**config.mk**
```make
export PLATFORM = sky130hd
export DESIGN_NAME = decode_seq_flat
export DESIGN_NICKNAME = d
export VERILOG_FILES = /design/src/rtl/decode_seq_if.sv /design/src/rtl/decode_seq.sv /design/src/flat_wrapper.sv
export SDC_FILE = /design/constraint.sdc
export NUM_CORES = 1
export LEC_CHECK = 0
export CORE_ASPECT_RATIO = 0.9
export CORE_UTILIZATION = 49
export CTS_CLUSTER_SIZE = 12
export DETAILED_ROUTE_END_ITERATION = 7
export GPL_TIMING_DRIVEN = 0
export HOLD_SLACK_MARGIN = 0.03
export PLACE_DENSITY = 0.81
export SLEW_MARGIN = 20
export SYNTH_ARGS = -nofsm -noshare
export SYNTH_HDL_FRONTEND = slang
export SYNTH_SLANG_ARGS = --single-unit
```
**constraint.sdc**
```tcl
create_clock -name clk -period 2.84 [get_ports clk]
set_input_delay 0.568 -clock clk [delete_from_list [all_inputs] [get_ports clk]]
set_output_delay 0.568 -clock clk [all_outputs]
set_load 0.01 [all_outputs]
```
**src/rtl/decode_seq_if.sv**
```systemverilog
// Command/decode bundle for decode_seq.
// The master issues commands; the slave returns the one-hot decode and status.
interface decode_seq_if #(
    parameter int SEL_W = 3
);
    localparam int OUT_W = 2 ** SEL_W;

    logic             in_valid;
    logic             in_ready;
    logic [1:0]       mode;
    logic [SEL_W-1:0] a;
    logic [OUT_W-1:0] y;
    logic [SEL_W-1:0] idx;
    logic             out_valid;
    logic             busy;
    logic             wrap;

    modport master (
        output in_valid, mode, a,
        input  in_ready, y, idx, out_valid, busy, wrap
    );

    modport slave (
        input  in_valid, mode, a,
        output in_ready, y, idx, out_valid, busy, wrap
    );
endinterface

```
**src/rtl/decode_seq.sv**
```systemverilog
// Registered one-hot decoder with CLEAR/LOAD/STEP/SWEEP commands.
// A SWEEP walks the hot bit up to the MSB, blocking new commands meanwhile.
module decode_seq #(
    parameter int SEL_W = 3
) (
    input logic        clk,
    input logic        rst_n,
    decode_seq_if.slave bus
);
    localparam int OUT_W = 2 ** SEL_W;
    localparam logic [OUT_W-1:0] ONE = OUT_W'(1);
    localparam logic [SEL_W-1:0] INC = SEL_W'(1);
    localparam logic [SEL_W-1:0] TOP = '1;

    typedef enum logic {
        S_IDLE,
        S_SWEEP
    } st_e;

    st_e              st;
    logic [OUT_W-1:0] y_q;
    logic [SEL_W-1:0] idx_q;
    logic             ov_q;
    logic             wrap_q;

    logic acc;
    logic is_clr;
    logic is_ld;
    logic is_stp;
    logic is_swp;

    assign acc    = bus.in_valid && (st == S_IDLE);
    assign is_clr = (bus.mode == 2'b00);
    assign is_ld  = (bus.mode == 2'b01);
    assign is_stp = (bus.mode == 2'b10);
    assign is_swp = (bus.mode == 2'b11);

    always_ff @(posedge clk or negedge rst_n) begin
        if (!rst_n) begin
            st     <= S_IDLE;
            y_q    <= '0;
            idx_q  <= '0;
            ov_q   <= 1'b0;
            wrap_q <= 1'b0;
        end else begin
            wrap_q <= 1'b0;
            if (st == S_SWEEP) begin
                // Leave the sweep in the same edge the MSB becomes hot
                y_q   <= y_q << 1;
                idx_q <= idx_q + INC;
                if (y_q[OUT_W-2]) begin
                    st <= S_IDLE;
                end
            end else if (acc) begin
                unique case (1'b1)
                    is_clr: begin
                        y_q   <= '0;
                        idx_q <= '0;
                        ov_q  <= 1'b0;
                    end
                    is_ld: begin
                        y_q   <= ONE << bus.a;
                        idx_q <= bus.a;
                        ov_q  <= 1'b1;
                    end
                    is_stp: begin
                        ov_q <= 1'b1;
                        if (y_q == '0) begin
                            y_q   <= ONE;
                            idx_q <= '0;
                        end else begin
                            y_q    <= {y_q[OUT_W-2:0], y_q[OUT_W-1]};
                            idx_q  <= idx_q + INC;
                            wrap_q <= y_q[OUT_W-1];
                        end
                    end
                    is_swp: begin
                        y_q   <= ONE << bus.a;
                        idx_q <= bus.a;
                        ov_q  <= 1'b1;
                        if (bus.a != TOP) begin
                            st <= S_SWEEP;
                        end
                    end
                    default: begin
                    end
                endcase
            end
        end
    end

    assign bus.in_ready  = (st == S_IDLE);
    assign bus.y         = y_q;
    assign bus.idx       = idx_q;
    assign bus.out_valid = ov_q;
    assign bus.busy      = (st == S_SWEEP);
    assign bus.wrap      = wrap_q;
endmodule

```
**src/flat_wrapper.sv**
```systemverilog
// flat-port wrapper written by rule: the top's interface ports become plain ports
module decode_seq_flat 
#(
    parameter int SEL_W = 3
)
  (clk, rst_n, bus_in_valid, bus_mode, bus_a, bus_in_ready, bus_y, bus_idx, bus_out_valid, bus_busy, bus_wrap);
  decode_seq_if #(.SEL_W(SEL_W)) bus_i ();
  input logic clk;
  input logic rst_n;
  input wire logic [$bits(bus_i.in_valid)-1:0] bus_in_valid;
  input wire logic [$bits(bus_i.mode)-1:0] bus_mode;
  input wire logic [$bits(bus_i.a)-1:0] bus_a;
  output wire logic [$bits(bus_i.in_ready)-1:0] bus_in_ready;
  output wire logic [$bits(bus_i.y)-1:0] bus_y;
  output wire logic [$bits(bus_i.idx)-1:0] bus_idx;
  output wire logic [$bits(bus_i.out_valid)-1:0] bus_out_valid;
  output wire logic [$bits(bus_i.busy)-1:0] bus_busy;
  output wire logic [$bits(bus_i.wrap)-1:0] bus_wrap;
  assign bus_i.in_valid = bus_in_valid;
  assign bus_i.mode = bus_mode;
  assign bus_i.a = bus_a;
  assign bus_in_ready = bus_i.in_ready;
  assign bus_y = bus_i.y;
  assign bus_idx = bus_i.idx;
  assign bus_out_valid = bus_i.out_valid;
  assign bus_busy = bus_i.busy;
  assign bus_wrap = bus_i.wrap;
  decode_seq #(.SEL_W(SEL_W)) u_core (.clk(clk), .rst_n(rst_n), .bus(bus_i));
endmodule
```
# Yosys cells after proc, flatten, opt, wreduce, memory -nomap -nowiden
# Index checks and enable logic that the tools add are counted.
dict set report classes {
  n_shift 1
  reduce_logical 10
  n_eq_ne 4
  mux 18
  n_bitwise 1
  addsub 1
}
# operator count
set op_table {}
lappend op_table {{2-to-1 mux 8 bit} 3}
lappend op_table {{one-hot mux 8 bit (3 select lines)} 1}
lappend op_table {{2-to-1 mux 1 bit} 9}
lappend op_table {{2-to-1 mux 3 bit} 3}
lappend op_table {{one-hot mux 3 bit (3 select lines)} 1}
lappend op_table {{logical NOT 8 bit} 1}
lappend op_table {{<< shifter 1 x 3 -> 8 bit, first input constant} 1}
lappend op_table {{== test 2 bit, second input constant} 2}
lappend op_table {{nonzero test 2 bit} 2}
lappend op_table {{nonzero test 4 bit} 1}
lappend op_table {{adder 3 x 1 -> 3 bit, second input constant} 1}
lappend op_table {{!= test 3 bit, second input constant} 1}
lappend op_table {{AND reduction 3 bit} 1}
lappend op_table {{OR reduction 3 bit} 1}
lappend op_table {{== test 2 x 1 -> 1 bit, second input constant} 1}
lappend op_table {{logical NOT 2 bit} 1}
lappend op_table {{one-hot mux 1 bit (2 select lines)} 1}
lappend op_table {{AND reduction 2 bit} 1}
lappend op_table {{OR reduction 2 bit} 1}
lappend op_table {{logical AND 1 bit} 1}
lappend op_table {{NOT 1 bit} 1}
dict set report word_totals {
  output_inout_bits 15
  word_cells 40
  inputBits 8
  ff_bits 14
}

# Logic depth before layout (Yosys ltp)
dict set report logic_depth {
  word_depth 5
  mapped_depth 5
  ltp_nobuf 4
}

# Worst setup path before layout
# OpenSTA, ideal clock, no wires.
dict set report synth_path {
  kind {input to register}
  startpoint {input port bus_mode[1]}
  endpoint {register u_core.y_q[4], in the netlist u_core.bus.y[4]}
  arrival_ns 1.336
  n_path_buf 1
  setup_ns 0.126
  t_required_ns 2.714
  slack_ns 1.378
  path_stages 4
  path_cell_list {nor2b_1 > buf_6 > a21o_1 > a221o_1}
}
dict set report synth_via {
  elab_chain_len 5
  elab_cells_between_ends 10
  classes_between {3 x eq/ne; 3 x mux; 4 x reduce/logical}
}
# element line_no
set synth_lines {}
lappend synth_lines {{start, declared} flat_wrapper.sv:11} ;# input wire logic [$bits(bus_i.mode)-1:0] bus_mode;
lappend synth_lines {{== test 2 bit or == test 2 x 1 -> 1 bit (tied branches)} {decode_seq.sv:36, decode_seq.sv:34}}
lappend synth_lines {{OR reduction 2 bit (no source line)} --}
lappend synth_lines {{one-hot mux 8 bit (3 select lines)} decode_seq.sv:55} ;# unique case (1'b1)
lappend synth_lines {{2-to-1 mux 8 bit} decode_seq.sv:54} ;# end else if (acc) begin
lappend synth_lines {{2-to-1 mux 8 bit} decode_seq.sv:47} ;# if (st == S_SWEEP) begin
lappend synth_lines {{end signal, assigned} decode_seq.sv:49} ;# y_q <= y_q << 1;
lappend synth_lines {{end signal, assigned} decode_seq.sv:62} ;# y_q <= ONE << bus.a;
lappend synth_lines {{end signal, assigned} decode_seq.sv:72} ;# y_q <= {y_q[OUT_W-2:0], y_q[OUT_W-1]};
lappend synth_lines {{end, declared} decode_seq.sv:21} ;# logic [OUT_W-1:0] y_q;
# Parallel ways exist; a longest one is shown, timed or not. The select of a mux whose other input is x is not followed.
# A chain may end at the register's enable or synchronous reset.

# Final worst setup path
dict set report layout_path {
  startpoint {register u_core.st, in the netlist u_core.bus.busy}
  endpoint {output port bus_in_ready}
}
dict set report layout_via {
  elab_chain_len 1
}
# element line_no
set layout_lines {}
lappend layout_lines {{start, declared} decode_seq.sv:20} ;# st_e st;
lappend layout_lines {{start signal, assigned} decode_seq.sv:40} ;# st <= S_IDLE;
lappend layout_lines {{start signal, assigned} decode_seq.sv:52} ;# st <= S_IDLE;
lappend layout_lines {{start signal, assigned} decode_seq.sv:82} ;# st <= S_SWEEP;
lappend layout_lines {{NOT 1 bit (no source line)} --}
lappend layout_lines {{end, declared} flat_wrapper.sv:13} ;# output wire logic [$bits(bus_i.in_ready)-1:0] bus_in_ready;
# Every way passes these cells.

==> flow_metrics.py <==
metrics = {
    "power_and_ir_drop": {
        "power_density_nw_per_um2": 1003,
        "leakagePower_nw": 0.4483,
        "irDropWorstVdd_uv": 613.6,
        "totalPowerFinal_mw": 1.093,
    },
    "global_routing": {
        "grt_max_degree": 15,
        "grt_usage_pct": 22.88,
        "antenna_found_initial": 0,
        "gr-usage-met3_pct": 2.643,
        "first_global_vias": 627,
        "grt-busiest-layer": "met2",
        "grt_pass1_wl_um": 2884,
        "grt_use_met2_pct": 41.67,
        "overflow": 0,
        "grtUsageMet1_pct": 28.84,
    },
    "sta": {
        "min_period_ns": 2.177,
        "final.period_utilization_pct": 76.67,
        "max_slew_margin_pct": 57.26,
        "finalClockSkew_ns": 0.001064,
        "rsz0062_at_grt": "false",
        "max_freq_mhz": 459.3,
        "slew_violations": 0,
        "final-hold-violation-count": 0,
        "tightest_slew_ns": 0.6391,
        "setup_viol": 0,
        "tns_ns": 0,
    },
    "cts": {
        "postCtsHoldBufs": 0,
        "insertion_delay_ns": 0.27,
        "htree_num_levels": 1,
        "clk_pin_slew_worst_paths_ns": 0.09,
        "postCtsSetupBuffers": 0,
        "cts_max_path_buffers": 2,
        "clock_sinks": 14,
        "clock-root-buffer": "clkbuf_4",
        "tritoncts": "built",
        "post_cts_resized": 0,
        "numCtsBuffers": 3,
    },
    "route": {
        "firstDrtPassIters": 4,
        "antenna_left": 0,
        "wl_um": 1918,
        "drc": 0,
        "vias_per_cell": 5.707,
        "wire_per_inst_um": 14.42,
        "drtIter0Drc": 25,
        "vias": 759,
    },
    "synthesis": {
        "synth_top_area_cell": "dfrtp_1",
        "ys_types": 34,
        "ys_top_cells_by_count": "dfrtp_1, nand2_1, nor2_1, nand3_1, nor2b_1",
        "async_flop_share_pct": 100.0,
        "synth_ff_type": "dfrtp_1",
        "yosys_warnings": 0,
        "ys_seq_elements": 14,
        "syn_avg_cell_area_um2": 9.492,
        "synthCells": 87,
        "syn-num-nets": 96,
        "ys_top_cells_by_area": "dfrtp_1, nor2b_1, nand2b_1",
        "synth_edf_count": 0,
        "synth_top_area_share_pct": 42.42,
        "yosysSeqAreaShare_pct": 42.42,
        "yosysMostFrequentCell": "dfrtp_1",
        "synth_area_um2": 825.8,
    },
    "run_status": {
        "status": "finished, final reports clean",
    },
    "finish": {
        "drive_above_1_share_pct": 10.81,
        "fin_area_um2": 1090,
        "fin_util_pct": 72.04,
        "fillerInstances": 132,
        "multi_input_area_um2": 432.9,
        "seq_area_um2": 350.3,
        "area_growth_pct": 31.97,
        "nets": 121,
        "instances_no_fill": 133,
        "diodes": 0,
    },
    "worst_setup_path": {
        "crit_path_cell_trace": "buf_2 > inv_1 > clkdlybuf4s50_1",
        "cp.required_ns": 2.27,
        "startpoint_type": "flip-flop",
        "path_class": "reg -> out",
        "critPathSlowestCell": "clkdlybuf4s50_1",
        "critPathTopFamily": "buffers and inverters",
        "worstSetupEndpointType": "output port",
        "cp_slowest_stage_delay_ns": 0.55,
        "worst-path-buf-inv": 3,
        "critPathArrivalTime_ns": 1.61,
        "critPathMaxFanout": 10,
    },
    "run": {
        "drv_cap": 0,
    },
    "placed_design": {
        "place_area_um2": 1054,
        "numPortBuffers": 20,
        "hpwl_um": 1416,
        "dp_cells": 129,
        "globalplace.congestion": 0.8893,
    },
    "floorplan": {
        "core_area_um2": 1513,
        "io_pins": 23,
        "die_x_um": 45.27,
        "row_count": 13,
        "die_y_um": 40.95,
        "initial_utilization_pct": 54.59,
        "die_area_um2": 1854,
    },
    "min_path": {
        "hp-class": "reg -> reg",
    },
}
-- report_power, final --
group / internal [mW] / switching [mW]
Combinational: 0.310 / 0.252
Clock: 0.0778 / 0.0670
Sequential: 0.286 / 0.0997
-- worst reg2reg max path, stage by stage (launching register included) --
cell	delay (ns)
dfrtp_1	0.45
nor2_1	0.40
o21ai_1	0.13
a32o_1	0.27
-- layer usage --
metal | vias up | part of all wire (%)
li1 | 377 | -
met1 | 359 | 48
met2 | 21 | 47
met3 | 2 | 4.2
met4 | 0 | 0.63
met5 | - | 0
-- metrics by stage --
stage,worst slack (ns),hold slack [ns]
final,0.6627,0.4888
after CTS,0.6697,0.4924
after global routing,0.5948,0.5459
after global placement,0.8525,0.4669
after detailed placement,0.8519,0.4719
after floorplan,1.378,0.2724
-- cells by family (layout without fill, tap and decap cells) --
family | Yosys count | after routing | share of synthesized area [%]
and+or+nand+nor | 40 | 40 | 29.39
AOI/OAI and AO/OA | 23 | 23 | 20.30
DFF | 14 | 14 | 42.42
buffers and inverters | 8 | 32 | 5.151
adders and majority gates | 1 | 1 | 1.515
muxes | 1 | 1 | 1.212
-- placed cells by master, fill, tap and decap left out, drive strengths merged, types with 5 or more instances in the layout --
cell type	count
nor2	6
dfrtp	14
clkdlybuf4s50	20
clkbuf	5
nand3	5
nand2	6
buf	5
nor2b	5
-- sequential cells by signal (all words and copies together) (netlist names) --
name and count:
u_core.bus.out_valid 1, u_core.bus.y 8, u_core.bus.wrap 1, u_core.bus.idx 3, u_core.bus.busy 1
-- final timing paths --
check                                      from  cells past startpoint                    to  slack (ns)
max                             u_core.bus.busy                      3          bus_in_ready        0.66
min                        u_core.bus.out_valid                      2  u_core.bus.out_valid        0.49
max reg2reg                     u_core.bus.busy                      3     u_core.bus.idx[2]        1.48
min reg2reg                u_core.bus.out_valid                      2  u_core.bus.out_valid        0.49
max in group asynchronous                 rst_n                      1       u_core.bus.y[7]        1.75
min in group asynchronous                 rst_n                      1     u_core.bus.idx[0]        0.68
-- area by class of cell --
cell class / instances / area share (%)
flip-flops and latches: 14 / 32.15
repair buffers: 20 / 18.37
plain buffers: 6 / 3.215
inverters: 2 / 0.6889
well taps: 22 / 2.526
clock buffers: 4 / 3.329
multi-input cells: 65 / 39.72
(Power assumes the default switching activity.)
